[config.mk]
export PLATFORM = sky130hd
export DESIGN_NAME = regfile_dump_reader
export DESIGN_NICKNAME = d
export VERILOG_FILES = /design/src/rtl/regfile_dump_reader_pkg.sv /design/src/rtl/regfile_dump_reader_rec_serializer.sv /design/src/rtl/regfile_dump_reader.sv
export SDC_FILE = /design/constraint.sdc
export NUM_CORES = 1
export LEC_CHECK = 0
export ABC_AREA = 1
export ABC_CLOCK_PERIOD_IN_PS = 4500
export CELL_PAD_IN_SITES_DETAIL_PLACEMENT = 2
export CELL_PAD_IN_SITES_GLOBAL_PLACEMENT = 2
export CORE_UTILIZATION = 38
export CTS_BUF_LIST = sky130_fd_sc_hd__clkbuf_2 sky130_fd_sc_hd__clkbuf_4 sky130_fd_sc_hd__clkbuf_8
export DETAILED_ROUTE_END_ITERATION = 10
export DONT_BUFFER_PORTS = 1
export GPL_ROUTABILITY_DRIVEN = 1
export PLACE_DENSITY_LB_ADDON = 0.1
export SETUP_SLACK_MARGIN = 0.2
export SLEW_MARGIN = 0
export SYNTH_ARGS = -nofsm -noshare
export SYNTH_HDL_FRONTEND = slang
export SYNTH_SLANG_ARGS = --single-unit
[constraint.sdc]
create_clock -name clk -period 4.5 [get_ports clk]
set_clock_uncertainty 0.15 [all_clocks]
set_input_delay 0.9 -clock clk [delete_from_list [all_inputs] [get_ports clk]]
set_output_delay 0.9 -clock clk [all_outputs]
set_load 0.03 [all_outputs]
[src/rtl/regfile_dump_reader_pkg.sv]
// Shared types and record geometry for the register-file dump reader.
package regfile_dump_reader_pkg;

    typedef enum logic [2:0] {
        ST_IDLE  = 3'd0,
        ST_DRAIN = 3'd1,
        ST_LOAD  = 3'd2,
        ST_SEND  = 3'd3,
        ST_DONE  = 3'd4
    } state_t;

    localparam int RECORD_BYTES = 5;
    localparam int IDX_PAD      = 3;
    localparam int REC_W        = RECORD_BYTES * 8;

endpackage

[src/rtl/regfile_dump_reader_rec_serializer.sv]
// Record serializer: load a 40-bit record, emit it MSB byte first; valid the cycle after load.
// Holds byte and valid while m_ready_i is low; flags the final byte and its transfer.
module rec_serializer
    import regfile_dump_reader_pkg::*;
(
    input  logic             clk,
    input  logic             rst,
    input  logic             load_i,
    input  logic [REC_W-1:0] rec_i,
    output logic             m_valid_o,
    input  logic             m_ready_i,
    output logic [7:0]       m_data_o,
    output logic             final_o,
    output logic             last_xfer_o
);

    logic [REC_W-1:0] shift_q, shift_d;
    logic [2:0]       cnt_q, cnt_d;
    logic             vld_q, vld_d;
    logic             xfer;

    assign xfer        = vld_q && m_ready_i;
    assign m_valid_o   = vld_q;
    assign m_data_o    = shift_q[REC_W-1 -: 8];
    assign final_o     = vld_q && (cnt_q == 3'(RECORD_BYTES - 1));
    assign last_xfer_o = xfer && final_o;

    always_comb begin
        shift_d = shift_q;
        cnt_d   = cnt_q;
        vld_d   = vld_q;
        if (load_i) begin
            shift_d = rec_i;
            cnt_d   = 3'd0;
            vld_d   = 1'b1;
        end else if (xfer) begin
            // Shifting on the final byte too leaves m_data at zero between records.
            shift_d = shift_q << 8;
            if (cnt_q == 3'(RECORD_BYTES - 1)) begin
                vld_d = 1'b0;
            end else begin
                cnt_d = cnt_q + 3'd1;
            end
        end
    end

    always_ff @(posedge clk) begin
        if (rst) begin
            shift_q <= '0;
            cnt_q   <= 3'd0;
            vld_q   <= 1'b0;
        end else begin
            shift_q <= shift_d;
            cnt_q   <= cnt_d;
            vld_q   <= vld_d;
        end
    end

endmodule

[src/rtl/regfile_dump_reader.sv]
// Stalls the CPU, reads registers first..last (wrapping) and streams 5-byte records.
// First byte DRAIN_CYCLES+1 cycles after start is sampled; m_ready low holds SEND with the CPU stalled.
module regfile_dump_reader
    import regfile_dump_reader_pkg::*;
#(
    parameter int DATA_W       = 32,
    parameter int ADDR_W       = 5,
    parameter int DRAIN_CYCLES = 3
) (
    input  logic              clk,
    input  logic              rst,
    input  logic              start,
    input  logic [ADDR_W-1:0] first_idx,
    input  logic [ADDR_W-1:0] last_idx,
    output logic [ADDR_W-1:0] rf_addr,
    input  logic [DATA_W-1:0] rf_data,
    output logic              cpu_stall,
    output logic              m_valid,
    input  logic              m_ready,
    output logic [7:0]        m_data,
    output logic              m_last,
    output logic              busy,
    output logic              done
);

    localparam int DCW = (DRAIN_CYCLES > 1) ? $clog2(DRAIN_CYCLES) : 1;

    state_t            state_q, state_d;
    logic [ADDR_W-1:0] cur_q, cur_d;
    logic [ADDR_W-1:0] end_q, end_d;
    logic [DCW-1:0]    drain_q, drain_d;
    logic              ser_load;
    logic              ser_final;
    logic              ser_last_xfer;
    logic [REC_W-1:0]  record;

    assign record = {{IDX_PAD{1'b0}}, cur_q, rf_data};
    assign m_last = ser_final && (cur_q == end_q);

    rec_serializer u_ser (
        .clk         (clk),
        .rst         (rst),
        .load_i      (ser_load),
        .rec_i       (record),
        .m_valid_o   (m_valid),
        .m_ready_i   (m_ready),
        .m_data_o    (m_data),
        .final_o     (ser_final),
        .last_xfer_o (ser_last_xfer)
    );

    always_comb begin
        state_d   = state_q;
        cur_d     = cur_q;
        end_d     = end_q;
        drain_d   = drain_q;
        ser_load  = 1'b0;
        rf_addr   = '0;
        busy      = 1'b0;
        cpu_stall = 1'b0;
        done      = 1'b0;
        case (state_q)
            ST_IDLE: begin
                if (start) begin
                    cur_d   = first_idx;
                    end_d   = last_idx;
                    drain_d = '0;
                    state_d = ST_DRAIN;
                end
            end
            ST_DRAIN: begin
                busy      = 1'b1;
                cpu_stall = 1'b1;
                if (drain_q == DCW'(DRAIN_CYCLES - 1)) begin
                    state_d = ST_LOAD;
                end else begin
                    drain_d = drain_q + 1'b1;
                end
            end
            ST_LOAD: begin
                busy      = 1'b1;
                cpu_stall = 1'b1;
                rf_addr   = cur_q;
                ser_load  = 1'b1;
                state_d   = ST_SEND;
            end
            ST_SEND: begin
                busy      = 1'b1;
                cpu_stall = 1'b1;
                if (ser_last_xfer) begin
                    if (cur_q == end_q) begin
                        state_d = ST_DONE;
                    end else begin
                        // Index wraps naturally at the register count.
                        cur_d   = cur_q + 1'b1;
                        state_d = ST_LOAD;
                    end
                end
            end
            ST_DONE: begin
                done    = 1'b1;
                state_d = ST_IDLE;
            end
            default: state_d = ST_IDLE;
        endcase
    end

    always_ff @(posedge clk) begin
        if (rst) begin
            state_q <= ST_IDLE;
            cur_q   <= '0;
            end_q   <= '0;
            drain_q <= '0;
        end else begin
            state_q <= state_d;
            cur_q   <= cur_d;
            end_q   <= end_d;
            drain_q <= drain_d;
        end
    end

endmodule

# Yosys cells after proc, flatten, opt, wreduce, memory -nomap -nowiden
# Index checks and enable logic that the tools add are counted.
[totals]
regBits = 59
output_inout_bits = 18
word_cells = 62
[classes]
n_addsub = 3
bitwise_logic = 1
reduce_logical = 17
mux = 21
n_eq_ne = 12
[op_table]
columns = ["op", "count"]
rows = [
  ["37-bit two-way mux", 2],
  ["5-bit two-way mux", 4],
  ["3-bit two-way mux", 4],
  ["3-bit one-hot mux with 4 select lines", 1],
  ["2-bit != test, second input constant", 5],
  ["5-bit one-hot mux with 2 select lines", 1],
  ["2-bit nonzero test", 4],
  ["3-bit by 2-bit equality test with 1-bit output, second input constant", 2],
  ["3-bit equality test, second input constant", 2],
  ["1-bit two-way mux", 6],
  ["2-bit AND reduction", 3],
  ["3-bit AND reduction", 2],
  ["5-bit by 1-bit adder with 5-bit output, second input constant", 1],
  ["5-bit equality test", 1],
  ["1-bit logical AND", 4],
  ["2-bit two-way mux", 2],
  ["2-bit one-hot mux with 2 select lines", 1],
  ["4-bit AND reduction", 1],
  ["3-bit by 1-bit adder with 3-bit output, second input constant", 1],
  ["3-bit by 1-bit equality test with 1-bit output, second input constant", 1],
  ["3-bit zero test", 1],
  ["3-bit OR reduction", 1],
  ["2-bit by 1-bit adder with 2-bit output, second input constant", 1],
  ["2-bit equality test, second input constant", 1],
  ["other kinds (2)", 2],
]

# Logic depth before layout (Yosys ltp)
# Gate-level depths: netlist of run 1.
[logic_depth]
depth_word = 5
depth_mapped = 12
mapped_depth_nobuf = 12

# Cells and area by module
# Synthesis of run 1 repeated with hierarchy kept, for this count alone.
[hier_totals]
hier_cells = 469
area_unflattened_um2 = 3363.2
[by_module_without_submodules]
columns = ["module", "area_per_inst_um2", "instances", "cells_each"]
rows = [
  ["rec_serializer", 2434.8, 1, 323],
  ["regfile_dump_reader", 928.4, 1, 146],
]

# Least setup slack after synthesis of run 1
# OpenSTA, ideal clock, no wires.
[synth_path]
path_type = "reg2out"
start = "register cur_q[2]"
end = "output port m_last"
setup_slack_ns = 1.935
arrival_time_ns = 1.515
path_stages_with_launch = 7
path_cell_list = "dfxtp_1 > inv_2 > nand2_1 > nand2_1 > nor2_2 > nand3_1 > nor3b_1"
[synth_between]
elab_chain_len = 2
[synth_lines]
columns = ["element", "line_no", "rtl"]
rows = [
  ["start, declared", "regfile_dump_reader.sv:29", "logic [ADDR_W-1:0] cur_q, cur_d;"],
  ["start signal, assigned", "regfile_dump_reader.sv:116", "cur_q <= cur_d;"],
  ["5-bit equality test", "regfile_dump_reader.sv:38", "assign m_last = ser_final && (cur_q == end_q);"],
  ["1-bit logical AND", "regfile_dump_reader.sv:38", ""],
  ["end, declared", "regfile_dump_reader.sv:21", "output logic m_last,"],
]
# Every way passes these cells.

# Worst setup path in the final report of run 1
# Ends and elaborated chain as after synthesis.

==> impl_summary.txt, run 1 <==
----------------------------------------------------
[Timing]
  Period Utilization, post-route ... 0.706
  Worst slew slack as a fraction of its limit ... 0.349
  RSZ-0062 raised after global routing ... no
  Maximum achievable frequency ... roughly 0.31 GHz
  Setup ws final ... roughly 1.3 ns
  Transition time at the pin with the least slew margin ... 0.976 ns
  Final setup vio count ... 0
  Min Hold Slack ... 0.307 ns
  Hold Violations, Final ... 0
  Final critical delay including setup and external delays ... between 3 and 4 ns
  Count of pins over their slew limit ... 0
  Post-route setup TNS ... 0 ns

[Synthesis]
  Portion of synthesized cell area occupied by the leading cell type ... 0.422
  Yosys top cell by area ... dfxtp_1
  Synth Register Bits ... 59
  Post-Synthesis Cell Area ... 2800 µm²
  Synthesized netlist cell count ... 395
  Netlist cell types ... 31
  Sequential fraction of the synthesis area ... 0.422
  Average cell area after synthesis ... 7.08 µm²
  Synthesized net count ... 445
  Warnings from Yosys ... 0
  Largest cells by area after synthesis ... dfxtp_1 42%, nand2_1 14%, o21ai_0 8.2%

[Power and ir drop]
  Clock power frac ... 0.268
  Cell area power density ... 667 nW/µm²
  NetSw ... 0.792 mW
  Internal power summed over all cells ... between 1 and 1.5 mW
  Fraction of power consumed by sequential logic ... 0.407
  Switching part of the total ... 0.398
  Power share of the combinational group ... 0.325
  Max VDD drop ... 0.216 mV
  Total power consumption of the routed design ... 1.99 mW
  Leakage power ... 1.16 nW

[Layout]
  Sequential Area ... 1180 µm²
  Commonest non-fill, non-tap cells in the layout ... 104 x nand2_1, 59 x dfxtp_1, 46 x o21ai_0
  Area Growth Syn to Fin ... 6.71%
  Total area of multi-input combinational cells ... 1320 µm²
  Number of inserted diodes ... 0
  Nets ... 431
  Most common library cell in the layout ignoring fill and taps ... nand2_1
  Fillcell total ... 851
  Fraction of final layout cells with drive strength greater than 1 ... 0.0831
  Final cell count without fillers ... 481

[Die]
  Die area ... ~7700 µm²
  Number of cell rows ... 30
  Starting density of the core ... 0.403
  X dimension of the die ... 87.8 µm
  Floorplan core area ... 6940 µm²
  IO Count ... 64
  Y dimension of the die ... between 80 and 90 µm

[Worst setup path]
  Critical Setup Path Class ... reg -> out
  Cell-by-cell listing of the critical path ... inv_2 > nand2_1 > nand2_1 > nor2_2 > nand3_1 > nor3b_1
  Crit path buf inv count ... 1
  Crit-path most repeated cell ... nand2_1
  Crit-path max cell delay ... 0.80 ns
  Crit Path Max Fanout ... 7
  Data arrival time at the worst-slack endpoint ... 2.13 ns
  Kind of cell adding the most delay to the critical path ... simple AND/OR/NAND/NOR gates
  Crit path max-delay cell type ... nor3b_1
  Critical Path Start Type ... register
  Worst path required time ... 3.45 ns
  Kind of capture point of the worst setup path ... primary output

[Global routing]
  GRT Util Overall ... 0.221
  Number of antenna violations at the first check in global routing ... 0
  Largest net degree at the start of global routing ... 54
  Number of global-route vias before repair ... 2643
  Congestion Overflow GR ... 0
  Wire length of the first global-routing pass ... 12.8 mm

[Clock network]
  CTS Root Cell ... clkbuf_8
  Clk sinks ... 59
  Total CTS buffers ... 9
  Post-cts hold buffer count ... 0
  Reg clk slew, reported paths ... about 0.07 ns
  Bufs on Longest Clock Path ... 2
  Clock latency at the later pin of the worst-skew pair ... 0.33 ns
  Post-CTS Resized ... 0
  TritonCTS clock tree ... done
  Number of levels in the clock H-tree ... 3
  # Post-CTS Setup Buffers ... 0

[Routing]
  Detail-routed via count per cell ... 5.26
  Wire length reported by the detailed router ... roughly 8 mm
  Remaining design rule violation count ... 0
  Per-cell routed wire length ... approximately 17 µm
  Vias after detailed routing ... approximately 2.5k
  Total iterations of the first detailed-routing run ... 4
  Post-route ant nets ... 0
  Iter 0 DRT Violations ... 75

[Place]
  Pre-CTS worst setup slack ... 1.67 ns
  Number of instances in the placed design ... ~470
  Gp weighted congestion ... 0.749
  I/O Buffers ... 0
  Hpwl dp ... 5.57 mm

[Worst hold path]
  Min-delay worst type ... reg -> reg

[Outcome]
  Status ... finished, final reports clean

[Job]
  Reported max-cap violation count ... 0

----------------------------------------------------
-- logic make-up after synthesis --
logic type | count (synthesis) | synth area share
buffers and inverters | 61 | 0.106
DFF | 59 | 0.422
xor gates and xnor gates | 1 | 0.00313
adders and majority gates | 4 | 0.0179
and+or+nand+nor | 170 | 0.263
AOI/OAI and AO/OA | 100 | 0.188
-- sequential cells by signal, indices dropped and copies added (netlist names) --
signal / cells
end_q: 5
cur_q: 5
u_ser.shift_q: 40
u_ser.cnt_q: 3
drain_q: 2
u_ser.m_valid_o: 1
state_q: 3
-- metrics by stage --
step                       util  area, µm²
after CTS                 0.430       2990
after floorplan               -       2800
after global placement    0.399       2770
after detailed placement  0.399       2770
final                     0.430       2990
after global routing      0.430       2990
-- tightest hold or removal path: stages, from the launching register on --
cell and delay (ns):
dfxtp_1 0.31, nand2_1 0.06, a21oi_1 0.05
-- power groups by stage --
| stage | Combinational [mW] | Sequential, mW | Clock (mW) |
|---|---|---|---|
| global route | 0.740 | 0.831 | 0.572 |
| floorplan | 0.561 | 0.769 | 0 |
| global placement | 0.624 | 0.813 | 0 |
| detailed placement | 0.647 | 0.824 | 0 |
| finish | 0.646 | 0.811 | 0.534 |
| CTS | 0.659 | 0.813 | 0.549 |
-- per-layer routing --
layer / GRT usage / vias to the layer above / share of wire
met4: 0.0954 / 0 / 0.015
li1: - / 1255 / -
met3: 0.0528 / 11 / 0.049
met2: 0.365 / 50 / 0.47
met1: 0.275 / 1212 / 0.46
met5: 0 / - / 0
-- cell type report --
class                           count  share of cell area
Clock buffer                       10              0.0461
Clock inverter                      5              0.0260
Inverter                           34              0.0444
Multi-Input combinational cell    275               0.443
Sequential cell                    59               0.396
Tap cell                           96              0.0402
Timing Repair Buffer                2             0.00503
-- synth_stat cells --
library cell and n:
nor2_4 1, clkbuf_8 1, nor2_2 2, nor3_1 2, nor2_1 34, dfxtp_1 59, inv_2 2, nand3b_1 4
nand2_4 1, xnor2_1 1, a31oi_1 18, buf_6 1, nand2_1 105, nand3_1 12, nand2_2 2, buf_4 10
nor2_8 1, nor3b_1 1, nand4_1 2, o21ai_0 46, inv_1 29, a21oi_1 35, o211ai_1 1, ha_1 4
clkinv_1 1, nand4_2 1, clkbuf_1 8, inv_4 2, or2_2 2, buf_2 6, clkbuf_2 1
-- path summary, 6_finish.rpt --
kind                                      start                              to  slack [ns]  cells past startpoint
setup / recovery          cur_q[2]$_SDFFE_PP0P_                          m_last        1.32                      6
hold / removal    u_ser.shift_q[7]$_SDFFE_PP0P_   u_ser.shift_q[7]$_SDFFE_PP0P_        0.31                      2
setup reg to reg   u_ser.m_valid_o$_SDFFE_PP0P_  u_ser.shift_q[26]$_SDFFE_PP0P_        2.20                      6
hold reg to reg   u_ser.shift_q[7]$_SDFFE_PP0P_   u_ser.shift_q[7]$_SDFFE_PP0P_        0.31                      2
Note: power is estimated with default switching activity, not from simulation.
==> run 2: changes to the inputs <==
- ABC_CLOCK_PERIOD_IN_PS: 4500 -> 2700
- CORE_UTILIZATION: 38 -> 32
- clock period: 4.5 -> 2.7 ns (I/O delays scaled with it)
==> impl_summary.txt, run 2 (synthesized netlist as in run 1, its figures left out) <==
----------------------------------------------------
[Routing]
  Total iterations of the first detailed-routing run ... 4 (unchanged)
  Iter 0 DRT Violations ... 85 (was 75)
  Post-route ant nets ... 0 (unchanged)
  Vias after detailed routing ... 2549 (was 2528)
  Per-cell routed wire length ... 16.6 µm (about the same)
  Remaining design rule violation count ... 0 (unchanged)
  Wire length reported by the detailed router ... 8.34 mm (was 7.97 mm)
  Detail-routed via count per cell ... 5.07 (was 5.26)

[Place]
  Hpwl dp ... 6.22 mm (was 5.57 mm)
  Placed inst area ... 2870 µm² (was 2770 µm²)
  Gp weighted congestion ... 0.764 (was 0.749)
  I/O Buffers ... 0 (unchanged)

[Clock network]
  CTS Root Cell ... clkbuf_8 (unchanged)
  TritonCTS clock tree ... done (unchanged)
  Number of levels in the clock H-tree ... 3 (unchanged)
  Clk sinks ... 59 (unchanged)
  # Post-CTS Setup Buffers ... 0 (unchanged)
  Reg clk slew, reported paths ... 0.07 ns (about the same)
  Total CTS buffers ... 9 (unchanged)
  Bufs on Longest Clock Path ... 2 (unchanged)
  Clock latency at the later pin of the worst-skew pair ... 0.34 ns (was 0.33 ns)

[Layout]
  Summed area of non-filler cells in the final layout ... 3070 µm² (was 2990 µm²)
  Nets ... 443 (was 431)
  Number of flip-flops under the largest register name ... 40 (unchanged)
  Fin util ... 0.368 (was 0.430)
  Most common library cell in the layout ignoring fill and taps ... nand2_1 (unchanged)
  Commonest non-fill, non-tap cells in the layout ... 104 x nand2_1, 57 x dfxtp_1, 46 x o21ai_0 (was 104 x nand2_1, 59 x dfxtp_1, 46 x o21ai_0)
  Fraction of final layout cells with drive strength greater than 1 ... 0.118 (was 0.0831)
  Registers with the highest flip-flop counts ... u_ser.shift_q (40), cur_q (5), end_q (5) (unchanged)
  Area Growth Syn to Fin ... 9.79% (was 6.71%)
  Largest register by flop count ... u_ser.shift_q (unchanged)
  Number of inserted diodes ... 0 (unchanged)
  Fillcell total ... 1034 (was 851)

[Worst setup path]
  Crit path max-delay cell type ... dfxtp_1 (was nor3b_1)
  Reg2reg setup slack ... 0.82 ns (was 2.20 ns)
  Critical Setup Path Class ... reg -> out (unchanged)
  Depth of the worst register-to-register path ... 7 (was 6)
  Crit-path most repeated cell ... nand2_1 (unchanged)
  Kind of capture point of the worst setup path ... primary output (unchanged)
  Critical Path Start Type ... register (unchanged)
  Crit Reg-Reg Startpoint ... u_ser.m_valid_o$_SDFFE_PP0P_ (unchanged)
  Critical Path Start ... cur_q[2]$_SDFFE_PP0P_ (unchanged)
  Data arrival time at the worst-slack endpoint ... 1.66 ns (was 2.13 ns)
  Crit Path Max Fanout ... 7 (unchanged)
  Crit path buf inv count ... 2 (was 1)
  Worst path required time ... 2.01 ns (was 3.45 ns)
  Kind of cell adding the most delay to the critical path ... simple AND/OR/NAND/NOR gates (unchanged)
  Cell-by-cell listing of the critical path ... inv_2 > nand2_1 > nand2_1 > nor2_2 > nand3_1 > nor3b_1 > buf_4 (was inv_2 > nand2_1 > nand2_1 > nor2_2 > nand3_1 > nor3b_1)
  Destination of the worst register-to-register timing path ... u_ser.shift_q[20]$_SDFFE_PP0P_ (was u_ser.shift_q[26]$_SDFFE_PP0P_)
  Crit-path max cell delay ... 0.44 ns (was 0.80 ns)

[Worst hold path]
  Hold-critical path depth ... 1 (was 2)
  Min-delay worst type ... in -> reg (was reg -> reg)
  Worst hold endpoint ... u_ser.shift_q[33]$_SDFFE_PP0P_ (was u_ser.shift_q[7]$_SDFFE_PP0P_)
  Min-delay src ... rst (was u_ser.shift_q[7]$_SDFFE_PP0P_)

[Die]
  X dimension of the die ... 95.5 µm (was 87.8 µm)
  Number of cell rows ... 33 (was 30)
  IO Count ... 64 (unchanged)
  Y dimension of the die ... 95.5 µm (was 87.8 µm)
  Die area ... 9120 µm² (was 7710 µm²)
  Floorplan core area ... 8340 µm² (was 6940 µm²)
  Starting density of the core ... 0.335 (was 0.403)

[Global routing]
  Congestion Overflow GR ... 0 (unchanged)
  Number of global-route vias before repair ... 2637 (was 2643)
  Number of antenna violations at the first check in global routing ... 0 (unchanged)
  Largest net degree at the start of global routing ... 35 (was 54)
  Wire length of the first global-routing pass ... 13.3 mm (was 12.8 mm)
  GRT Util Overall ... 0.195 (was 0.221)

[Power and ir drop]
  Switching part of the total ... 0.416 (was 0.398)
  Clock power frac ... 0.246 (was 0.268)
  Fraction of power consumed by sequential logic ... 0.408 (was 0.407)
  Power share of the combinational group ... 0.346 (was 0.325)
  Internal power summed over all cells ... 1.93 mW (was 1.20 mW)
  Max VDD drop ... 0.330 mV (was 0.216 mV)
  Leakage power ... 1.21 nW (was 1.16 nW)
  Cell area power density ... 1070 nW/µm² (was 667 nW/µm²)
  NetSw ... 1.37 mW (was 0.792 mW)

[Timing]
  Post-route setup TNS ... 0 ns (unchanged)
  Hold Violations, Final ... 0 (unchanged)
  Count of pins over their slew limit ... 0 (unchanged)
  Final critical delay including setup and external delays ... 2.35 ns
  Transition time at the pin with the least slew margin ... 0.543 ns (was 0.976 ns)
  Final setup vio count ... 0 (unchanged)
  RSZ-0062 raised after global routing ... yes (was no)
  Worst slew slack as a fraction of its limit ... 0.636 (was 0.349)
  Maximum achievable frequency ... 0.425 GHz
  Period Utilization, post-route ... 0.872

[Job]
  Reported max-cap violation count ... 0 (unchanged)

[Outcome]
  Status ... finished, final reports clean (unchanged)

----------------------------------------------------
==> run 2: changes by cell type in the layout (fill, tap and decap cells not counted), sizes merged <==
cell / previous run / this run
clkbuf: 10 / 9
buf: 2 / 14
bufinv: 2 / 1
clkinv: 3 / 5
clkinvlp: 1 / 2
==> run 2: power groups by stage <==
| stage | registers, mW | clock network (mW) | logic (mW) |
|---|---|---|---|
| 2_1_floorplan | 1.28 | 0 | 0.934 |
| 3_3_place_gp | 1.35 | 0 | 1.12 |
| 3_5_place_dp | 1.36 | 0 | 1.16 |
| 4_1_cts | 1.34 | 0.836 | 1.16 |
| 5_1_grt | 1.38 | 0.861 | 1.30 |
| 6_report | 1.34 | 0.813 | 1.14 |
==> run 2: metal layers <==
metal | part of all wire | GRT usage | up-vias
met3 | 0.051 | 0.0566 | 8
met5 | 0 | 0 | -
li1 | - | - | 1284
met2 | 0.45 | 0.317 | 42
met1 | 0.49 | 0.246 | 1215
met4 | 0.013 | 0.0634 | 0
==> run 2: what timing repair did <==
item,CTS,global route
hold buffers,0,0
resized for setup,0,3
setup endpoints to repair,0,3
==> run 2: layout make-up <==
cell class | count | area [µm²] | share of cell area
multi-input combinational | 275 | 1330 | 0.432
sequential | 59 | 1180 | 0.385
inverter | 34 | 133 | 0.0432
tap | 105 | 131 | 0.0428
clock buffer | 9 | 124 | 0.0403
timing repair buffer | 14 | 105 | 0.0342
clock inverter | 7 | 68.8 | 0.0224
==> run 2: metrics by stage <==
stage                     power [mW]  instances  setup WS (ns)  hold WS (ns)
after floorplan                 2.22        395          0.495         0.285
after global placement          2.46        487          0.715         0.300
after detailed placement        2.52        487          0.639         0.310
after CTS                       3.34        503          0.252        0.0894
after global routing            3.54        503          0.195        0.0919
final                           3.30        503          0.346         0.105
==> run 2: worst max path at each step <==
stage	to	slack (ns)	depth (start not counted)
global route	m_last	0.20	7
CTS	m_last	0.25	7
floorplan	m_last	0.50	6
detailed placement	m_last	0.64	7
global placement	rf_addr[4]	0.72	4
finish	m_last	0.35	7
